File: config.mk
export PLATFORM = sky130hd
export DESIGN_NAME = booth_product_accumulator_flat
export DESIGN_NICKNAME = d
export VERILOG_FILES = /design/src/rtl/booth_product_accumulator_if.sv /design/src/rtl/booth_product_accumulator.sv /design/src/flat_wrapper.sv
export SDC_FILE = /design/constraint.sdc
export NUM_CORES = 1
export LEC_CHECK = 0
export CAP_MARGIN = 25
export CORE_ASPECT_RATIO = 0.8
export CORE_MARGIN = 5
export CORE_UTILIZATION = 53
export DETAILED_ROUTE_END_ITERATION = 8
export HOLD_SLACK_MARGIN = 0.06
export PLACE_DENSITY = 0.88
export SETUP_SLACK_MARGIN = 0.3
export SKIP_LAST_GASP = 1
export SYNTH_ARGS = -nofsm -noshare
export SYNTH_HDL_FRONTEND = slang
export SYNTH_SLANG_ARGS = --single-unit
File: constraint.sdc
create_clock -name clk -period 3.7 [get_ports clk]
set_input_delay 0.37 -clock clk [delete_from_list [all_inputs] [get_ports clk]]
set_output_delay 0.37 -clock clk [all_outputs]
set_load 0.02 [all_outputs]
File: src/rtl/booth_product_accumulator_if.sv
// rtl/booth_product_accumulator_if.sv - product-in / sum-out handshake bundle for the Booth product accumulator
//   prod_valid/prod_ready/product : product stream from the Booth multiplier
//   acc_clr                       : restart the current frame
//   acc_valid/acc_ready/acc_out   : completed-sum stream to the consumer
//   acc_ovf                       : sticky signed overflow flag for the presented frame
//   master = upstream producer plus downstream consumer; slave = the accumulator
interface booth_product_accumulator_if #(
    parameter int WIDTH     = 8,
    parameter int ACC_WIDTH = 24
);
    logic                   prod_valid;
    logic                   prod_ready;
    logic [2*WIDTH-1:0]     product;
    logic                   acc_clr;
    logic                   acc_valid;
    logic                   acc_ready;
    logic [ACC_WIDTH-1:0]   acc_out;
    logic                   acc_ovf;

    modport master (
        output prod_valid, product, acc_clr, acc_ready,
        input  prod_ready, acc_valid, acc_out, acc_ovf
    );

    modport slave (
        input  prod_valid, product, acc_clr, acc_ready,
        output prod_ready, acc_valid, acc_out, acc_ovf
    );
endinterface

File: src/rtl/booth_product_accumulator.sv
// rtl/booth_product_accumulator.sv - accumulates COUNT signed Booth products into one signed sum
//   clk  : rising-edge clock
//   rst  : synchronous reset, active-high
//   bus  : slave side of booth_product_accumulator_if (product in, sum out, clear, overflow)
module booth_product_accumulator #(
    parameter int WIDTH     = 8,
    parameter int ACC_WIDTH = 24,
    parameter int COUNT     = 4
) (
    input  logic                          clk,
    input  logic                          rst,
    booth_product_accumulator_if.slave    bus
);
    localparam int CW = $clog2(COUNT) + 1;

    if (ACC_WIDTH < 2*WIDTH) begin : g_bad_acc_width
        $error("ACC_WIDTH must be at least 2*WIDTH");
    end
    if (COUNT < 1) begin : g_bad_count
        $error("COUNT must be at least 1");
    end

    typedef enum logic {ST_ACC, ST_DONE} state_t;

    state_t                         state_q, state_d;
    logic signed [ACC_WIDTH-1:0]    acc_q, acc_d;
    logic        [CW-1:0]           cnt_q, cnt_d;
    logic                           ovf_q, ovf_d;

    logic signed [2*WIDTH-1:0]      prod_s;
    logic signed [ACC_WIDTH-1:0]    addend;
    logic signed [ACC_WIDTH-1:0]    base_acc;
    logic signed [ACC_WIDTH-1:0]    sum;
    logic        [CW-1:0]           base_cnt;
    logic                           base_ovf;
    logic                           accept;
    logic                           step_ovf;

    assign prod_s = $signed(bus.product);
    assign addend = ACC_WIDTH'(prod_s);
    assign accept = bus.prod_valid && (state_q == ST_ACC);

    // A clear that coincides with an accept starts the new frame with this
    // product, so the add runs against a zeroed base instead of the old sum.
    assign base_acc = bus.acc_clr ? '0 : acc_q;
    assign base_cnt = bus.acc_clr ? '0 : cnt_q;
    assign base_ovf = bus.acc_clr ? 1'b0 : ovf_q;
    assign sum      = base_acc + addend;
    assign step_ovf = (base_acc[ACC_WIDTH-1] == addend[ACC_WIDTH-1]) &&
                      (sum[ACC_WIDTH-1] != base_acc[ACC_WIDTH-1]);

    always_comb begin
        state_d = state_q;
        acc_d   = acc_q;
        cnt_d   = cnt_q;
        ovf_d   = ovf_q;
        case (state_q)
            ST_ACC: begin
                if (accept) begin
                    acc_d = sum;
                    cnt_d = base_cnt + CW'(1);
                    ovf_d = base_ovf | step_ovf;
                    if (base_cnt == CW'(COUNT-1)) begin
                        state_d = ST_DONE;
                    end
                end else if (bus.acc_clr) begin
                    acc_d = '0;
                    cnt_d = '0;
                    ovf_d = 1'b0;
                end
            end
            ST_DONE: begin
                if (bus.acc_ready) begin
                    state_d = ST_ACC;
                    acc_d   = '0;
                    cnt_d   = '0;
                    ovf_d   = 1'b0;
                end
            end
            default: state_d = ST_ACC;
        endcase
    end

    always_ff @(posedge clk) begin
        if (rst) begin
            state_q <= ST_ACC;
            acc_q   <= '0;
            cnt_q   <= '0;
            ovf_q   <= 1'b0;
        end else begin
            state_q <= state_d;
            acc_q   <= acc_d;
            cnt_q   <= cnt_d;
            ovf_q   <= ovf_d;
        end
    end

    // prod_ready depends only on state (and reset), never on acc_ready.
    assign bus.prod_ready = !rst && (state_q == ST_ACC);
    assign bus.acc_valid  = (state_q == ST_DONE);
    assign bus.acc_out    = acc_q;
    assign bus.acc_ovf    = ovf_q;
endmodule

File: src/flat_wrapper.sv
// flat-port wrapper written by rule: the top's interface ports become plain ports
module booth_product_accumulator_flat 
#(
    parameter int WIDTH     = 8,
    parameter int ACC_WIDTH = 24,
    parameter int COUNT     = 4
)
  (clk, rst, bus_prod_valid, bus_product, bus_acc_clr, bus_acc_ready, bus_prod_ready, bus_acc_valid, bus_acc_out, bus_acc_ovf);
  booth_product_accumulator_if #(.WIDTH(WIDTH), .ACC_WIDTH(ACC_WIDTH)) bus_i ();
  input  logic clk;
  input  logic rst;
  input wire logic [$bits(bus_i.prod_valid)-1:0] bus_prod_valid;
  input wire logic [$bits(bus_i.product)-1:0] bus_product;
  input wire logic [$bits(bus_i.acc_clr)-1:0] bus_acc_clr;
  input wire logic [$bits(bus_i.acc_ready)-1:0] bus_acc_ready;
  output wire logic [$bits(bus_i.prod_ready)-1:0] bus_prod_ready;
  output wire logic [$bits(bus_i.acc_valid)-1:0] bus_acc_valid;
  output wire logic [$bits(bus_i.acc_out)-1:0] bus_acc_out;
  output wire logic [$bits(bus_i.acc_ovf)-1:0] bus_acc_ovf;
  assign bus_i.prod_valid = bus_prod_valid;
  assign bus_i.product = bus_product;
  assign bus_i.acc_clr = bus_acc_clr;
  assign bus_i.acc_ready = bus_acc_ready;
  assign bus_prod_ready = bus_i.prod_ready;
  assign bus_acc_valid = bus_i.acc_valid;
  assign bus_acc_out = bus_i.acc_out;
  assign bus_acc_ovf = bus_i.acc_ovf;
  booth_product_accumulator #(.WIDTH(WIDTH), .ACC_WIDTH(ACC_WIDTH), .COUNT(COUNT)) u_core (.clk(clk), .rst(rst), .bus(bus_i));
endmodule
Word level (Yosys, flattened, before mapping) --
Cells that the tools add are included.
Word-level totals: register bits after elaboration 29, bits of input ports 21, output and inout port bits 27, logic and storage cells 32
Operators by class: add/sub/neg operators 2, eq/ne operators 4, multiplexer cells 16, bitwise logic cells 2, reduce and logical (&&, ||, !) cells 4
Operators by type and width (number):
- $mux W24 | 3
- $pmux W24 S2 | 1
- $add A24 B16 Y24 | 1
- $mux W3 | 3
- $mux W1 | 6
- $pmux W3 S2 | 1
- $pmux W1 S2 | 2
- $add A3 B1 Y3 const B | 1
- $eq A3 B2 Y1 const B | 1
- $logic_and A1 B1 Y1 | 3
- $ne A2 B2 Y1 const B | 1
- $eq A1 B1 Y1 | 1
- $logic_not A1 Y1 | 1
- $ne A1 B1 Y1 | 1
- $not A1 Y1 | 1
- $or A1 B1 Y1 | 1

Longest topological paths before layout --
Gate-level depths: netlist of the first run.
word-level depth 7, mapped depth 15, mapped depth without buffers 13

Worst setup path before layout of the first run --
Ideal clock, no wire load.
path kind input to register, start input port bus_acc_clr, end register u_core.acc_q[18] (netlist: u_core.bus.acc_out[18]), setup time 0.114 ns, arrival time 2.932 ns, data required time 3.586 ns, slack 0.654 ns, stages on the path 15, buffers on the path 2, path through clkbuf_1 clkbuf_1 nor2b_1 ha_1 inv_1 fa_1 nor2b_4 o31ai_2 a32oi_2 a21o_2 and3_4 nor4_2 or3_1 a32oi_1 a21o_1
Between the ends: cells in the longest elaborated chain, start to end 4
Ends and longest elaborated chain:
- start, declared | RTL line flat_wrapper.sv:14 | input wire logic [$bits(bus_i.acc_clr)-1:0] bus_acc_clr;
- $mux W24 * | RTL line booth_product_accumulator.sv:45 | assign base_acc = bus.acc_clr ? '0 : acc_q;
- $add A24 B16 Y24 | RTL line booth_product_accumulator.sv:48 | assign sum = base_acc + addend;
- $mux W24 * | RTL line booth_product_accumulator.sv:59 | if (accept) begin
- $pmux W24 S2 * | RTL line booth_product_accumulator.sv:57 | case (state_q)
- end signal, assigned | RTL line booth_product_accumulator.sv:87 | acc_q <= '0;
- end signal, assigned | RTL line booth_product_accumulator.sv:92 | acc_q <= acc_d;
- end, declared | RTL line booth_product_accumulator.sv:26 | logic signed [ACC_WIDTH-1:0] acc_q, acc_d;
Every way passes the cells marked *; elsewhere a longest branch is shown, timed or not. A chain may end at the register's enable or synchronous reset.

Final worst setup path of the first run --
start input port bus_acc_clr, end register u_core.acc_q[22] (netlist: u_core.bus.acc_out[22])
Same word-level chain as after synthesis.

==> results of run 1 <==
-- flip-flops by register name, summed over array words and instances, names as in the netlist --
register              cells
u_core.bus.acc_ovf        1
u_core.bus.acc_out       24
u_core.cnt_q              3
u_core.bus.acc_valid      1
-- per-layer routing --
layer	routed length [um]	GRT usage [%]
met5	0	0
met4	131	6.88
met3	622	5.76
met2	3380	38.8
met1	3310	32.4
-- Yosys cell counts (all sizes together) (4+ instances only) --
cell type / instances / area share [%]
a21o: 14 / 4.0
o21a: 4 / 1.1
nand3: 4 / 0.76
xnor2: 9 / 3.0
a21oi: 32 / 6.1
a32oi: 4 / 1.9
o21ai: 30 / 5.8
ha: 23 / 11
xor2: 10 / 3.3
nand2b: 6 / 1.4
clkbuf: 8 / 1.3
nor3: 5 / 0.95
inv: 7 / 1.0
nor2b: 28 / 7.0
nor2: 28 / 4.0
nand2: 21 / 3.0
nand4: 5 / 1.2
dfxtp: 29 / 22
a31oi: 4 / 0.95
buf: 7 / 2.1
-- per-stage QoR --
stage / area, um2 / utilization, % / setup WS, ns
global route: 3250 / 66.0 / 0.304
detailed placement: 3140 / 63.9 / 0.225
CTS: 3250 / 66.0 / 0.509
global placement: 3140 / 63.9 / 0.301
finish: 3250 / 66.0 / 0.479
floorplan: 2630 / - / 0.654
-- power by group through the flow --
stage | combinational (mW) | clock (mW) | sequential [mW]
2_1_floorplan | 0.205 | 0 | 0.386
3_3_place_gp | 0.337 | 0 | 0.365
3_5_place_dp | 0.345 | 0 | 0.366
4_1_cts | 0.348 | 0.305 | 0.359
5_1_grt | 0.381 | 0.320 | 0.363
6_report | 0.352 | 0.300 | 0.360
-- worst max-delay path, delay by kind of cell --
family,cells,cell delay [ns]
AND/OR/NAND/NOR,5,0.78
adder cells (fa/ha/maj),2,0.68
AO/OA/AOI/OAI,5,1.00
buffers and inverters,2,0.57
-- logic make-up after synthesis --
group / share of synthesized area [%]
AND/OR/NAND/NOR: 23.9
buffers and inverters: 4.42
AO/OA/AOI/OAI: 30.5
adder cells (fa/ha/maj): 11.7
multiplexers: 1.14
flip-flops: 22.0
XOR/XNOR: 6.32
-- path summary, 6_finish.rpt --
path | from | slack, ns | to
min reg2reg | u_core.cnt_q[0] | 0.45 | u_core.cnt_q[0]
max | bus_acc_clr | 0.48 | u_core.bus.acc_out[22]
min | u_core.cnt_q[0] | 0.45 | u_core.cnt_q[0]
max reg2reg | u_core.bus.acc_out[0] | 0.69 | u_core.bus.acc_out[22]
-- cell usage in the layout (no fill, tap or decap), drive strengths merged, types with 3 or more instances in the layout --
cell           netlist  layout
a211oi               3       3
a21boi               3       3
a21o                14      14
a21oi               32      32
a22o                 3       3
a22oi                3       3
a31oi                4       4
a32oi                4       4
and3                 3       3
and4                 3       3
buf                  7       7
clkbuf               8       7
clkdlybuf4s50        0      47
dfxtp               29      29
ha                  23      23
inv                  7       7
mux2i                3       3
nand2               21      21
nand2b               6       6
nand3                4       4
nand4                5       5
nor2                28      28
nor2b               28      28
nor3                 5       5
nor4                 3       3
o21a                 4       4
o21ai               30      30
o31ai                3       3
xnor2                9       9
xor2                10      10
-- layout make-up --
type	count	share of cell area, %
multi-input cells	280	59.7
clock inverters	1	0.154
repair buffers	54	16.1
clock buffers	7	2.97
well taps	62	2.39
inverters	7	0.810
flip-flops and latches	29	17.9
==> impl_metrics.env, run 1 <==
export IMPL_switching_share_pct=34.2
export IMPL_p_int_mw=0.665
export IMPL_crit_type="input port to register"
export IMPL_cts_max_level=2
export IMPL_cts_root_buf="clkbuf_8"
export IMPL_dp_cells=432
export IMPL_min_path_cells=2
export IMPL_maxSlewHeadroom_pct=34.7
export IMPL_postCtsSetupRepairBufs=0
export IMPL_synth_async_reset_ratio_pct=0
export IMPL_routed_via_density=6.09
export IMPL_cp_max_fo=5
export IMPL_irDropWorstVdd_mv=0.270
export IMPL_drt_drc_violations_left=0
export IMPL_report_final_slew_viol_count=0
export IMPL_gp_congestion=0.952
export IMPL_n_antenna_cell=0
export IMPL_clk_latency_ns=0.28
export IMPL_vias=2680
export IMPL_postSynthAreaPerCell_um2=7.96
export IMPL_final_nets=422
export IMPL_die_area_um2=6490
export IMPL_multi_input_area_um2=1940
export IMPL_finalPower_mw=1.01
export IMPL_ios=48
export IMPL_p_switching_mw=0.346
export IMPL_fin_crit_sh_pct=87.1
export IMPL_crit_arrival_ns=3.40
export IMPL_cp_slowest_cell="clkdlybuf4s50_1"
export IMPL_power_density_nw_per_um2=312
export IMPL_rsz0062_at_grt="false"
export IMPL_area_delta_synth_final_pct=23.2
export IMPL_antenna_found_initial=0
export IMPL_cp_slowest_stage_delay_ns=0.49
export IMPL_crit_chain="clkdlybuf4s50_1 -> nor2b_1 -> ha_1 -> inv_1 -> fa_1 -> nor2b_4 -> o31ai_2 -> a32oi_2 -> a21o_2 -> nand4_1 -> and2_1 -> a21oi_1 -> nor4_1 -> a211o_1"
export IMPL_cts_max_path_buffers=2
export IMPL_cts_tree="yes"
export IMPL_final_antenna_net_count=0
export IMPL_grtUsageTotal_pct=24.2
export IMPL_p_seq_share_pct=35.6
export IMPL_clock_sinks=29
export IMPL_dr_pass1_iters=5
export IMPL_outcome="finished, final reports clean"
export IMPL_tightest_slew_ns=0.969
export IMPL_worst_clock_skew_ns=0.00633
export IMPL_wirelength_um=7440
export IMPL_fillCellCount=418
export IMPL_synth_cell_types=63
export IMPL_portBuffers=47
export IMPL_drt_iter0_drc=282
export IMPL_synth_nets=376
export IMPL_wire_per_inst_um=16.9
export IMPL_hold_path_class="register to register"
export IMPL_p_leak_nw=1.41
export IMPL_max_freq_mhz=310
export IMPL_critical_path_endpoint_type="register"
export IMPL_yosysSeqAreaShare_pct=22.0
export IMPL_synth_edf_count=0
export IMPL_holdWs_ns=0.451
export IMPL_drive_gt1_share_pct=7.67
export IMPL_grt_overflow_total=0
export IMPL_p_clk_share_pct=29.7
export IMPL_worstPathRequired_ns=3.88
export IMPL_initial_core_util_pct=53.5
export IMPL_syn_area_um2=2630
export IMPL_regArea_um2=581
export IMPL_fin_setup_tns_ns=0
export IMPL_setup_viol=0
export IMPL_rows=23
export IMPL_finalNonFillerCells=440
export IMPL_ys_flop_type="dfxtp_1"
export IMPL_hold_viol_final=0
export IMPL_die_w_um=88.8
export IMPL_grt_pass1_vias=2618
export IMPL_p_comb_share_pct=34.8
export IMPL_min_period_ns=3.22
export IMPL_grt_max_degree=25
export IMPL_hpwl_um=5660
export IMPL_fp_dieH_um=73.1
export IMPL_yosys_warnings=0
export IMPL_post_cts_resized=0
export IMPL_clkTransAtPathRegs_ns=0.07
export IMPL_cts_hold_buf=0
export IMPL_synthCells=331
export IMPL_ff2ff_path_depth=13
export IMPL_ys_seq_elements=29
export IMPL_numCtsBuffers=5
export IMPL_maxCapViolations=0
export IMPL_coreArea_um2=4920
export IMPL_grt_pass1_wl_um=12400
export IMPL_start_kind="input port"
Note: power is estimated with default switching activity, not from simulation.
==> run 2: changes to the inputs <==
Settings changed: SETUP_SLACK_MARGIN 0.3 to 0.02.
==> results of run 2 <==
Same layout as run 1: the final DEF is identical, and so are final timing and power.
==> run 3: changes to the inputs <==
Settings changed: ABC_AREA from default to 1, CORE_UTILIZATION 53 to 55, PLACE_DENSITY 0.88 to 0.89.
==> run 3 against run 2 <==
Against the previous run: synthesized area is 11% higher; cell count rose by 35%; worst setup slack improved by 0.43 ns; sequential share of layout area shrank 1.7 points; via count grew 26%; count of clock-buffer cells in the layout down 1; critical path depth up 3; routed wire length up 24%; global-route usage rose by 3.6 points; critical endpoint is now u_core.bus.acc_out[16]; sequential power is 2% lower.
==> impl_metrics.env, run 3 <==
export IMPL_post_cts_resized=0
export IMPL_p_seq_share_pct=32.2
export IMPL_dp_cells=586
export IMPL_yosys_warnings=0
export IMPL_fillCellCount=449
export IMPL_synth_top_area_cell="dfxtp_1"
export IMPL_die_area_um2=6890
export IMPL_ys_seq_elements=29
export IMPL_setup_viol=0
export IMPL_synthTopCellsByArea="dfxtp_1 (20%), nand2_1 (15%), ha_1 (9.8%)"
export IMPL_synth_commonest_cells="nand2_1 (118), inv_1 (70), nor2_1 (47), a21oi_1 (41), nand3_1 (32)"
export IMPL_p_clk_share_pct=33.5
export IMPL_p_switching_mw=0.393
export IMPL_vias=3385
export IMPL_grt_pass1_vias=3206
export IMPL_yosysSeqAreaShare_pct=19.8
export IMPL_cts_hold_buf=0
export IMPL_final_antenna_net_count=0
export IMPL_hpwl_um=7040
export IMPL_wire_per_inst_um=15.5
export IMPL_die_w_um=91.6
export IMPL_cp_slowest_cell="clkdlybuf4s50_1"
export IMPL_numCtsBuffers=5
export IMPL_post_synth_top_count_cell="nand2_1"
export IMPL_syn_area_um2=2930
export IMPL_synth_top_cell_area_share_pct=19.8
export IMPL_clkTransAtPathRegs_ns=0.07
export IMPL_most_common_layout_cells="nand2_1 (118), inv_1 (70), nor2_1 (47), clkdlybuf4s50_1 (47), a21oi_1 (41)"
export IMPL_worst_clock_skew_ns=0.0165
export IMPL_grt_overflow_total=0
export IMPL_dr_pass1_iters=5
export IMPL_fp_dieH_um=75.3
export IMPL_hold_viol_final=0
export IMPL_outcome="finished, final reports clean"
export IMPL_synth_async_reset_ratio_pct=0
export IMPL_gp_congestion=0.993
export IMPL_crit_chain="clkdlybuf4s50_1 -> buf_4 -> nor2_1 -> ha_1 -> inv_1 -> fa_1 -> inv_1 -> nand3_1 -> nand2_1 -> nand3_1 -> nand2_1 -> nand4_1 -> nand2_1 -> a21oi_1 -> o21ai_0 -> nand2_1 -> o21ai_0"
export IMPL_p_comb_share_pct=34.3
export IMPL_crit_type="input port to register"
export IMPL_clk_latency_ns=0.30
export IMPL_cp_max_fo=7
export IMPL_grt_pass1_wl_um=15100
export IMPL_p_int_mw=0.701
export IMPL_drt_drc_violations_left=0
export IMPL_p_leak_nw=1.79
export IMPL_worstPathRequired_ns=3.90
export IMPL_irDropWorstVdd_mv=0.230
export IMPL_place_ws_ns=0.674
export IMPL_cts_root_buf="clkbuf_8"
export IMPL_mostFrequentLayoutCell="nand2_1"
export IMPL_clock_sinks=29
export IMPL_largest_reg_flops=24
export IMPL_coreArea_um2=5090
export IMPL_critical_path_endpoint_type="register"
export IMPL_crit_arrival_ns=2.99
export IMPL_synthCells=482
export IMPL_antenna_found_initial=0
export IMPL_portBuffers=47
export IMPL_maxSlewHeadroom_pct=66.5
export IMPL_cts_max_level=2
export IMPL_synth_nets=527
export IMPL_min_period_ns=2.79
export IMPL_start_kind="input port"
export IMPL_grtUsageTotal_pct=27.8
export IMPL_postCtsSetupRepairBufs=0
export IMPL_switching_share_pct=35.9
export IMPL_initial_core_util_pct=57.5
export IMPL_cts_max_path_buffers=2
export IMPL_final_core_util_pct=70.5
export IMPL_fin_crit_sh_pct=75.4
export IMPL_crit_top_cell="nand2_1"
export IMPL_finalNonFillerCells=594
export IMPL_wirelength_um=9200
export IMPL_rsz0062_at_grt="false"
export IMPL_ios=48
export IMPL_n_antenna_cell=0
export IMPL_final_nets=576
export IMPL_synth_cell_types=41
export IMPL_ys_flop_type="dfxtp_1"
export IMPL_power_density_nw_per_um2=305
export IMPL_tightest_slew_ns=0.498
export IMPL_maxCapViolations=0
export IMPL_hold_path_class="register to register"
export IMPL_max_freq_mhz=359
export IMPL_cts_tree="yes"
export IMPL_rows=23
export IMPL_fin_setup_tns_ns=0
export IMPL_report_final_slew_viol_count=0
export IMPL_routed_via_density=5.70
export IMPL_grt_max_degree=18
export IMPL_drt_iter0_drc=317
export IMPL_postSynthAreaPerCell_um2=6.08
export IMPL_drive_gt1_share_pct=8.27
export IMPL_synth_edf_count=0
export IMPL_layout_setup_ws_ns=0.912
export IMPL_cp_slowest_stage_delay_ns=0.43
export IMPL_area_delta_synth_final_pct=22.7
run 3: changes by cell type after synthesis, sizes merged, moves of 5 or more:
cell,before,now
inv,7,74
xnor2,9,1
nor2b,28,0
nand2b,6,0
a21oi,32,43
a21o,14,5
nor2,28,52
nand3,4,36
xor2,10,5
nand2,21,130
run 3: power by group through the flow:
stage	combinational [mW]	clock, mW	sequential [mW]
floorplan	0.215	0	0.383
global placement	0.364	0	0.358
detailed placement	0.368	0	0.359
CTS	0.371	0.369	0.352
global route	0.415	0.387	0.356
finish	0.376	0.367	0.352
run 3: layout make-up:
class                      count  area, um2  share of cell area (%)
clock buffer                   6       82.6                    2.30
clock inverter                 2       37.5                    1.04
inverter                      75        289                    8.04
sequential                    29        581                    16.2
tap                           62       77.6                    2.16
timing repair buffer          54        523                    14.6
multi-input combinational    366       2000                    55.7
run 3: stage by stage:
stage                     hold slack [ns]  area [um2]  total power [mW]
final                               0.469        3590              1.09
after global routing                0.488        3590              1.16
after CTS                           0.471        3590              1.09
after detailed placement            0.461        3470             0.726
after global placement              0.453        3470             0.722
after floorplan                     0.442        2930             0.598
run 3: kinds of logic after synthesis:
family                   after synthesis  synth area share [%]
buffers and inverters                 87                  11.8
adder cells (fa/ha/maj)               24                  10.5
AO/OA/AOI/OAI                         98                  19.2
flip-flops                            29                  19.8
AND/OR/NAND/NOR                      238                  36.9
XOR/XNOR                               6                  1.79
run 3: worst max-delay path, delay by kind of cell:
| kind | cells | cell delay (ns) |
|---|---|---|
| buf+inv | 4 | 0.80 |
| simple gates | 8 | 0.87 |
| compound gates | 3 | 0.29 |
| fa+ha+maj | 2 | 0.66 |
run 3: final timing paths:
kind / from / end / slack (ns) / cells past startpoint
setup / recovery: bus_acc_clr / u_core.bus.acc_out[16] / 0.91 / 17
hold / removal: u_core.bus.acc_out[12] / u_core.bus.acc_out[12] / 0.47 / 2
setup reg to reg: u_core.bus.acc_out[0] / u_core.bus.acc_out[16] / 1.25 / 16
hold reg to reg: u_core.bus.acc_out[12] / u_core.bus.acc_out[12] / 0.47 / 2
run 3: layer usage:
layer  GRT usage [%]  part of all wire (%)  routed length, um
met2            44.7                    42               3840
met4            9.70                   3.0                277
met5               0                     0                  0
met1            37.6                    45               4100
met3            5.79                    11                980
